`src/rtl/alu_drv_pkg.sv`:
```
// Shared types for the ALU command driver.
//   drv_state_e : driver FSM states
//   alu_req_t   : one queued ALU operation (mode, cmd, operands, carry, operand-valid code)
//   alu_flags_t : ALU status flags in response order {cout,oflow,g,e,l,err}
//   MUL_CMD_A/B : arithmetic commands that take the longer multiply latency
package alu_drv_pkg;

  localparam int ALU_DW = 8;
  localparam int ALU_CW = 4;

  localparam logic [ALU_CW-1:0] MUL_CMD_A = 4'd9;
  localparam logic [ALU_CW-1:0] MUL_CMD_B = 4'd10;

  typedef enum logic [1:0] {IDLE, ISSUE, WAIT, RESP} drv_state_e;

  typedef struct packed {
    logic              mode;
    logic [ALU_CW-1:0] cmd;
    logic [ALU_DW-1:0] opa;
    logic [ALU_DW-1:0] opb;
    logic              cin;
    logic [1:0]        inp_valid;
  } alu_req_t;

  typedef struct packed {
    logic cout;
    logic oflow;
    logic g;
    logic e;
    logic l;
    logic err;
  } alu_flags_t;

endpackage

```
`src/rtl/alu_req_fifo.sv`:
```
// Request FIFO, DEPTH entries of alu_req_t, first-in first-out.
// Ports: CLK, RST (async active-low), push/wdata, pop/rdata (head), full, empty.
// The caller only pushes when !full and only pops when !empty.
module alu_req_fifo
  import alu_drv_pkg::*;
#(
  parameter int DEPTH = 4
) (
  input  logic     CLK,
  input  logic     RST,
  input  logic     push,
  input  alu_req_t wdata,
  input  logic     pop,
  output alu_req_t rdata,
  output logic     full,
  output logic     empty
);

  localparam int AW = $clog2(DEPTH);

  alu_req_t      mem [DEPTH];
  logic [AW-1:0] wr_ptr;
  logic [AW-1:0] rd_ptr;
  logic [AW:0]   count;

  always_ff @(posedge CLK or negedge RST) begin
    if (!RST) begin
      wr_ptr <= '0;
      rd_ptr <= '0;
      count  <= '0;
    end else begin
      if (push) wr_ptr <= wr_ptr + AW'(1);
      if (pop)  rd_ptr <= rd_ptr + AW'(1);
      case ({push, pop})
        2'b10:   count <= count + (AW+1)'(1);
        2'b01:   count <= count - (AW+1)'(1);
        default: ;
      endcase
    end
  end

  // Storage needs no reset: entries are only read once count says they were written.
  always_ff @(posedge CLK) begin
    if (push) mem[wr_ptr] <= wdata;
  end

  assign rdata = mem[rd_ptr];
  assign full  = (count == (AW+1)'(DEPTH));
  assign empty = (count == '0);

endmodule

```
`src/rtl/alu_cmd_driver.sv`:
```
// Initiator side of the ALU operand/result interface. Queues requests, drives
// the ALU operand bus, waits the command-dependent latency, and hands the
// captured result/flags back over a valid/ready response channel.
// Ports: CLK/RST (async active-low); REQ_* request channel; CE/MODE/CMD/OPA/
// OPB/CIN/INP_VALID ALU bus; RES + flags from ALU; RSP_* response channel; BUSY.
// Optional build macro ALU_ERRCNT_EN adds ERR_CNT, a saturating count of
// captured results with ERR set.
//
// state | meaning
// IDLE  | nothing in flight; loads FIFO head onto the bus when one is queued
// ISSUE | operands on bus for first cycle; latency counter loaded
// WAIT  | bus held while ALU computes; capture and pop on terminal count
// RESP  | response held on RSP_* until consumer accepts
module alu_cmd_driver
  import alu_drv_pkg::*;
#(
  parameter int DW      = ALU_DW,  // tied to the package request struct width
  parameter int CW      = ALU_CW,
  parameter int DEPTH   = 4,
  parameter int LAT_STD = 1,
  parameter int LAT_MUL = 2
) (
  input  logic            CLK,
  input  logic            RST,
  input  logic            REQ_VALID,
  output logic            REQ_READY,
  input  logic            REQ_MODE,
  input  logic [CW-1:0]   REQ_CMD,
  input  logic [DW-1:0]   REQ_OPA,
  input  logic [DW-1:0]   REQ_OPB,
  input  logic            REQ_CIN,
  input  logic [1:0]      REQ_INP_VALID,
  output logic            CE,
  output logic            MODE,
  output logic [CW-1:0]   CMD,
  output logic [DW-1:0]   OPA,
  output logic [DW-1:0]   OPB,
  output logic            CIN,
  output logic [1:0]      INP_VALID,
  input  logic [2*DW-1:0] RES,
  input  logic            COUT,
  input  logic            OFLOW,
  input  logic            G,
  input  logic            E,
  input  logic            L,
  input  logic            ERR,
  output logic            RSP_VALID,
  input  logic            RSP_READY,
  output logic [2*DW-1:0] RSP_RES,
  output logic [5:0]      RSP_FLAGS,
`ifdef ALU_ERRCNT_EN
  output logic [15:0]     ERR_CNT,
`endif
  output logic            BUSY
);

  localparam int LAT_MAX = (LAT_MUL > LAT_STD) ? LAT_MUL : LAT_STD;
  localparam int CNT_W   = $clog2(LAT_MAX + 1);

  drv_state_e       state;
  logic [CNT_W-1:0] cnt;
  alu_req_t         req_in;
  alu_req_t         head;
  alu_flags_t       flags_in;
  logic             push, pop, fifo_full, fifo_empty, ready_en, is_mul;

  assign req_in.mode      = REQ_MODE;
  assign req_in.cmd       = REQ_CMD;
  assign req_in.opa       = REQ_OPA;
  assign req_in.opb       = REQ_OPB;
  assign req_in.cin       = REQ_CIN;
  assign req_in.inp_valid = REQ_INP_VALID;

  assign flags_in = '{cout: COUT, oflow: OFLOW, g: G, e: E, l: L, err: ERR};

  // ready_en keeps REQ_READY low while in reset and until the first edge after release.
  assign REQ_READY = ready_en & ~fifo_full;
  assign push      = REQ_VALID & REQ_READY;
  // Capture and pop coincide: the entry leaves the FIFO when its result is taken.
  assign pop       = (state == WAIT) && (cnt == '0);
  assign is_mul    = MODE && ((CMD == MUL_CMD_A) || (CMD == MUL_CMD_B));

  alu_req_fifo #(.DEPTH(DEPTH)) u_fifo (
    .CLK   (CLK),
    .RST   (RST),
    .push  (push),
    .wdata (req_in),
    .pop   (pop),
    .rdata (head),
    .full  (fifo_full),
    .empty (fifo_empty)
  );

  always_ff @(posedge CLK or negedge RST) begin
    if (!RST) begin
      state     <= IDLE;
      cnt       <= '0;
      ready_en  <= 1'b0;
      CE        <= 1'b0;
      MODE      <= 1'b0;
      CMD       <= '0;
      OPA       <= '0;
      OPB       <= '0;
      CIN       <= 1'b0;
      INP_VALID <= '0;
      RSP_VALID <= 1'b0;
      RSP_RES   <= '0;
      RSP_FLAGS <= '0;
      BUSY      <= 1'b0;
    end else begin
      ready_en <= 1'b1;
      case (state)
        IDLE: begin
          if (!fifo_empty) begin
            CE        <= 1'b1;
            MODE      <= head.mode;
            CMD       <= head.cmd;
            OPA       <= head.opa;
            OPB       <= head.opb;
            CIN       <= head.cin;
            INP_VALID <= head.inp_valid;
            BUSY      <= 1'b1;
            state     <= ISSUE;
          end else begin
            CE        <= 1'b0;
            INP_VALID <= '0;
          end
        end
        ISSUE: begin
          cnt   <= is_mul ? CNT_W'(LAT_MUL - 1) : CNT_W'(LAT_STD - 1);
          state <= WAIT;
        end
        WAIT: begin
          if (cnt == '0) begin
            RSP_RES   <= RES;
            RSP_FLAGS <= flags_in;
            RSP_VALID <= 1'b1;
            INP_VALID <= '0;
            state     <= RESP;
          end else begin
            cnt <= cnt - CNT_W'(1);
          end
        end
        RESP: begin
          if (RSP_READY) begin
            RSP_VALID <= 1'b0;
            CE        <= 1'b0;
            BUSY      <= 1'b0;
            state     <= IDLE;
          end
        end
        default: state <= IDLE;
      endcase
    end
  end

`ifdef ALU_ERRCNT_EN
  always_ff @(posedge CLK or negedge RST) begin
    if (!RST) ERR_CNT <= '0;
    else if (pop && ERR && (ERR_CNT != 16'hFFFF)) ERR_CNT <= ERR_CNT + 16'd1;
  end
`endif

endmodule

```
`config.mk`:
```
export PLATFORM = sky130hd
export DESIGN_NAME = alu_cmd_driver
export DESIGN_NICKNAME = d
export VERILOG_FILES = /design/src/rtl/alu_drv_pkg.sv /design/src/rtl/alu_req_fifo.sv /design/src/rtl/alu_cmd_driver.sv
export SDC_FILE = /design/constraint.sdc
export NUM_CORES = 1
export LEC_CHECK = 0
export BUFFER_PORTS_ARGS = -buffer_cell sky130_fd_sc_hd__buf_2
export CORE_MARGIN = 3
export CORE_UTILIZATION = 35
export CTS_CLUSTER_DIAMETER = 200
export DETAILED_ROUTE_END_ITERATION = 10
export MAX_ROUTING_LAYER = met4
export PLACE_DENSITY = 0.63
export SLEW_MARGIN = 5
export SYNTH_ARGS = -nofsm -noshare
export SYNTH_HDL_FRONTEND = slang
export SYNTH_HIERARCHICAL = 1
export SYNTH_SLANG_ARGS = --single-unit
export TNS_END_PERCENT = 20
```
`constraint.sdc`:
```
create_clock -name CLK -period 4.41 [get_ports CLK]
set_input_delay 0.882 -clock CLK [delete_from_list [all_inputs] [get_ports CLK]]
set_output_delay 0.882 -clock CLK [all_outputs]
set_load 0.05 [all_outputs]
```
==> out/qor.csv, run 1 <==
metric;value;unit
outcome;completed;
rr_endpoint;u_fifo/count[2];
io_pins;100;
clock_sinks;157;
power_frac_comb;0.388;
cap_violations;0;
hold_class;reg2reg;
n_fill_cell;1512;
crit_chain;inv_1, ha_1, nand2_1, inv_1, ha_1, inv_1, fa_1, xor2_1, nor2_1, xor2_1;
drtIter0Drc;172;
power_density;791.3;nW/um^2
hold_start;RSP_RES[4];
cts_post_setup_buffers_inserted;0;
sw_frac_of_total;0.3830;
ys_types;36;
die_h;138.4;um
cts_resized;0;
critPathKind;reg2reg;
numCtsBuffers;17;
core;16880;um^2
routedWlPerCell;17.46;um
cp.arrival;3.36;ns
drtPass1Iterations;4;
nets;490;
htree_levels;4;
ys_seq_area_frac;0.7189;
grt_pass1_vias;3373;
synth.area.top_cells;edfxtp_1 (47%), dfrtp_1 (25%), mux2_2 (8.1%);
r2r_slack;1.39;ns
synth_top_cell_by_area;edfxtp_1;
grt-ovfl-total;0;
met1_length;4823;um
seqPwrFrac;0.377;
maxUsedRoutingLayer;met4;
drive_above_1_share;0.4399;
critPathLaunchType;flip-flop;
antenna_found_initial;0;
leakagePower;2.929;nW
clk_pin_slew;0.06;ns
cts_hold_buf;0;
max_stage_delay;0.62;ns
ant_nets;0;
finalCriticalPeriod;3.019;ns
layout.cells.non_filler;661;
grt_pass1_wl;18420;um
setup-tns-final;0;ns
ff2ff_path_depth;10;
max_slew_margin;0.3817;
intPower;3.615;mW
dp_hpwl;7175;um
holdPathEnd;RSP_RES[4];
grt_use_total;0.1307;
clk_latency;0.42;ns
hold_viol_final;0;
period_share;0.6846;
critPathMostFrequentCell;inv_1;
skew;0.006075;ns
setup.worst_path.end_class;flip-flop;
ys_warn_count;6;
wirelength;11540;um
syn_area;6133;um^2
power.switching;2.244;mW
cts-root-buf;clkbuf_16;
peakVddDrop;0.0004567;V
rsz0062_at_grt;no;
cp_max_fo;23;
dp.cells;629;
syn_nets;379;
grt_max_degree;62;
clockBufferDepth;2;
io_buffer_count;99;
netlist_instances;317;
via_count;3128;
syn_avg_cell_area;19.35;um^2
wl_met3;795;um
die_x;138.4;um
cts_tree;built;
pwr-share-clk;0.235;
place_congestion;0.7806;
max_freq;0.3312;GHz
crit_required;4.75;ns
drc;0;
min_path_cells;1;
synth.ff_latch_count;157;
tightest_slew;0.9252;ns
start_util;0.3634;
rows;47;
wl_met2;5775;um
power;5.859;mW
reg2reg_from;state[0];
finalSetupViolCount;0;
crit_slowest_cell;nand2_1;
syn_to_final_growth;20.73;%
dieArea;19150;um^2
synth_top_area_frac;0.4700;
antenna_cells;0;
via_per_inst;4.732;
slew_viol_final;0;
logic make-up (layout without fill, tap and decap cells):
| kind of cell | count (synthesis) | in the layout | share of synthesized area |
|---|---|---|---|
| AOI/OAI and AO/OA | 12 | 12 | 0.01326 |
| xor gates and xnor gates | 8 | 8 | 0.01142 |
| adders and majority gates | 12 | 12 | 0.02570 |
| buffers and inverters | 26 | 150 | 0.02550 |
| DFF | 157 | 157 | 0.7189 |
| muxes | 72 | 72 | 0.1799 |
| other | 1 | 1 | 0.0006114 |
| and+or+nand+nor | 29 | 29 | 0.02468 |
worst max path at each step:
stage,start,endpoint,slack (ns),cells after the start
floorplan,u_fifo/count[0],u_fifo/mem[0][0],1.75,5
global placement,state[0],u_fifo/count[2],1.56,10
detailed placement,state[0],u_fifo/count[2],1.33,10
CTS,state[0],u_fifo/count[2],1.32,10
global route,state[0],u_fifo/count[2],1.10,10
finish,state[0],u_fifo/count[2],1.39,10
routing by layer:
| metal | GRT usage | up-vias |
|---|---|---|
| li1 | - | 1436 |
| met1 | 0.1529 | 1588 |
| met2 | 0.2050 | 90 |
| met3 | 0.05490 | 14 |
| met4 | 0.04368 | 0 |
| met5 | - | - |
registers in the layout, indices dropped and copies added, names as in the netlist, 3 cells and up:
register	count
OPB	8
u_fifo/mem	96
OPA	8
RSP_FLAGS	6
RSP_RES	16
CMD	4
u_fifo/count	3
cells in the final DEF, fill, tap and decap left out, drive strengths merged, types with 2 or more instances in the layout:
| cell | count |
|---|---|
| edfxtp | 96 |
| buf | 104 |
| ha | 11 |
| o21ai | 4 |
| mux4 | 24 |
| xor2 | 5 |
| dfrtp | 61 |
| xnor2 | 3 |
| mux2 | 45 |
| nor2 | 3 |
| mux2i | 3 |
| and2 | 5 |
| nand2 | 9 |
| inv | 16 |
| a21oi | 2 |
| clkbuf | 20 |
| bufinv | 2 |
| nand2b | 2 |
| nand3 | 2 |
| nor2b | 3 |
| clkinv | 7 |
through the flow:
stage / setup slack (ns) / hold WS (ns) / util / cell area (um^2)
floorplan: 1.746 / 0.4566 / - / 6133
global placement: 1.555 / 0.4768 / 0.4058 / 6849
detailed placement: 1.334 / 0.4889 / 0.4058 / 6849
CTS: 1.325 / 0.5024 / 0.4387 / 7405
global route: 1.098 / 0.5059 / 0.4387 / 7405
finish: 1.391 / 0.4988 / 0.4387 / 7405
worst max-delay path: cells and delay by family, from the launching register on:
kind                       cells  cell delay (ns)
adders and majority gates      3             0.98
and+or+nand+nor                2             0.73
buffers and inverters          3             0.51
DFF                            1             0.40
xor gates and xnor gates       2             0.31
cells in the mapped netlist:
cell type  number
conb_1          1
a21oi_1         2
a22o_1          1
nor3_1          1
a221o_1         1
buf_2           6
edfxtp_1       96
dfrtp_1        61
nor2_1          3
a22oi_1         1
buf_6           1
buf_12          2
mux2_2         44
mux4_2         18
nand3_1         2
nand2b_1        2
and2_1          5
buf_4           3
o31ai_1         1
nor2b_1         3
nand4_1         1
xnor2_1         3
o311ai_0        1
ha_1           11
inv_1          14
and3b_1         1
mux4_1          6
fa_1            1
o2bb2ai_1       1
xor2_1          5
mux2_4          1
and3_1          1
nand2_1         9
mux2i_1         3
o21ai_0         4
nor3b_1         1
power groups by stage:
stage | combinational, mW | clock (mW) | sequential, mW
final | 2.27 | 1.38 | 2.21
after global placement | 2.25 | 0 | 2.23
after floorplan | 1.10 | 0 | 2.93
after CTS | 2.32 | 1.42 | 2.22
after detailed placement | 2.31 | 0 | 2.25
after global routing | 2.43 | 1.48 | 2.27
final cells by class:
| class | count | area, um^2 | area share |
|---|---|---|---|
| sequential | 157 | 4410 | 0.5956 |
| multi-input combinational | 134 | 1575 | 0.2127 |
| timing repair buffer | 104 | 535.5 | 0.07232 |
| clock buffer | 20 | 436.7 | 0.05897 |
| tap | 220 | 275.3 | 0.03717 |
| clock inverter | 12 | 118.9 | 0.01605 |
| inverter | 14 | 52.55 | 0.007097 |
Power figures use the tool's default switching activity.
==> run 2, diff against run 1 <==
- ABC_AREA: default -> 1
- PLACE_DENSITY: 0.63 -> 0.64
- clock period: 4.41 -> 2.7 ns (I/O delays scaled with it)
==> out/qor.csv, run 2 <==
metric;value;unit
outcome;completed;
antenna_cells;0;
via_per_inst;4.527;
power_density;1277;nW/um^2
crit_start;u_fifo/count[0];
grt_max_degree;99;
place_ws;0.7154;ns
cap_violations;0;
start_util;0.3610;
antenna_found_initial;0;
skew;0.005780;ns
cts-root-buf;clkbuf_16;
setup.worst_path.end_class;flip-flop;
ys.flop_type;edfxtp_1;
largest_reg_flops;96;
netlist_instances;589;
finalSetupViolCount;0;
cts_post_setup_buffers_inserted;0;
wl_met2;6151;um
dieArea;20400;um^2
core;18150;um^2
synth_top_cell_by_area;edfxtp_1;
crit_required;3.01;ns
synth_edf_count;96;
top_register;u_fifo/mem;
finalCriticalPeriod;1.992;ns
power;10.07;mW
rsz0062_at_grt;no;
io_pins;100;
crit_chain;nor3_1, nor3b_1, buf_4, inv_1, ha_1, inv_1, fa_1, nand2_1, nand3_1, nand2_1, nand2_1;
grt_pass1_wl;21070;um
reg2reg_from;u_fifo/count[0];
synth.area.top_cells;edfxtp_1 (44%), dfrtp_1 (23%), nand2_1 (13%);
ys_async_sr_fraction;0.3885;
dp_hpwl;8182;um
clk_pin_slew;0.06;ns
ys_types;26;
critPathMostFrequentCell;nand2_1;
synth_top_area_frac;0.4400;
grt-ovfl-total;0;
rr_endpoint;u_fifo/count[2];
rows;49;
max_freq;0.5020;GHz
numCtsBuffers;17;
io_buffer_count;99;
mostFrequentLayoutCells;nand2_1 (228), buf_2 (99), edfxtp_1 (96);
die_h;142.8;um
cp_max_fo;8;
grt_use_total;0.1380;
cts_tree;built;
slew_viol_final;0;
syn_avg_cell_area;11.12;um^2
grt_pass1_vias;4145;
via_count;4233;
setup_ws;0.7079;ns
ys_seq_area_frac;0.6730;
die_x;142.8;um
drive_above_1_share;0.2323;
period_share;0.7378;
maxUsedRoutingLayer;met4;
critPathKind;reg2reg;
setup-tns-final;0;ns
max_slew_margin;0.2757;
syn_nets;651;
synth.most_common_cell;nand2_1;
wirelength;13060;um
r2r_slack;0.71;ns
top_regs;u_fifo/mem: 96 flops, RSP_RES: 16 flops;
hold_class;in2async;
clock_sinks;157;
leakagePower;3.672;nW
ant_nets;0;
clk_latency;0.42;ns
synth_common_cells;nand2_1 (228), edfxtp_1 (96), inv_1 (78);
synth.ff_latch_count;157;
htree_levels;4;
cts_hold_buf;0;
cts_resized;0;
crit_slowest_cell;dfrtp_1;
syn_area;6551;um^2
place_congestion;0.7766;
drtPass1Iterations;4;
tightest_slew;1.086;ns
ys_warn_count;6;
hold_viol_final;0;
timing.hold.ws;0.1356;ns
layout_commonest_cell;nand2_1;
max_stage_delay;0.41;ns
critPathLaunchType;flip-flop;
ff2ff_path_depth;11;
routedWlPerCell;13.96;um
drtIter0Drc;209;
peakVddDrop;0.0006688;V
wl_met3;723;um
cp.arrival;2.30;ns
nets;755;
syn_to_final_growth;20.38;%
clockBufferDepth;2;
drc;0;
met1_length;6029;um
-- run 2: changes by cell type in the layout (fill, tap and decap cells not counted), sizes merged, moves of 3 or more --
cell and delta:
buf +6, clkinv -6, mux2 -45, clkinvlp +3, inv +68, o211ai +48, o21ai +11, nand2 +220
mux2i -3, and2 -4, mux4 -24, nand3 +4, nor2b -3
-- run 2: power breakdown --
| part | total (mW) | switching [mW] | internal, mW | leakage, nW |
|---|---|---|---|---|
| sequential | 3.69 | 0.512 | 3.18 | 1.62 |
| combinational | 3.85 | 2.80 | 1.05 | 1.76 |
| clock | 2.53 | 0.951 | 1.58 | 0.294 |
| total | 10.1 | 4.26 | 5.81 | 3.67 |
-- run 2: area by class of cell --
cell class	instances	area, um^2
sequential	157	4413
multi-input combinational	326	1673
fill	1676	10260
clock buffer	20	446.7
inverter	81	304.0
tap	229	286.5
clock inverter	12	185.2
timing repair buffer	110	578.1
-- run 2: metal layers --
metal  track usage  vias up
met5             -        -
met4       0.04502        0
met3       0.03851       11
met2        0.2176      113
met1        0.1731     1988
li1              -     2121
-- run 2: kinds of logic (layout without fill, tap and decap cells) --
| family | Yosys count | count (layout) | synth area share |
|---|---|---|---|
| xor+xnor | 4 | 4 | 0.005349 |
| simple gates | 245 | 245 | 0.1436 |
| other cells | 1 | 1 | 0.0005724 |
| flops | 157 | 157 | 0.6730 |
| compound gates | 64 | 64 | 0.08174 |
| fa+ha+maj | 12 | 12 | 0.02406 |
| buf+inv | 106 | 223 | 0.07162 |
-- run 2: worst max-delay path by stage --
stage,end,cells past startpoint
after floorplan,u_fifo/count[2],12
after global placement,u_fifo/count[2],11
after detailed placement,u_fifo/count[2],11
after CTS,u_fifo/count[2],11
after global routing,u_fifo/count[2],11
final,u_fifo/count[2],11
-- run 2: per-stage QoR --
step                      instance area, um^2  utilization  instances
after floorplan                          6551            -        589
after global placement                   7254       0.3998        903
after detailed placement                 7254       0.3998        903
after CTS                                7886       0.4346        935
after global routing                     7886       0.4346        935
final                                    7886       0.4346        935
-- run 2: critical path, delay by kind of cell, from the launching register on --
| family | cells | cell delay (ns) |
|---|---|---|
| adder cells (fa/ha/maj) | 2 | 0.53 |
| buffers and inverters | 3 | 0.29 |
| flip-flops | 1 | 0.41 |
| AND/OR/NAND/NOR | 6 | 0.64 |
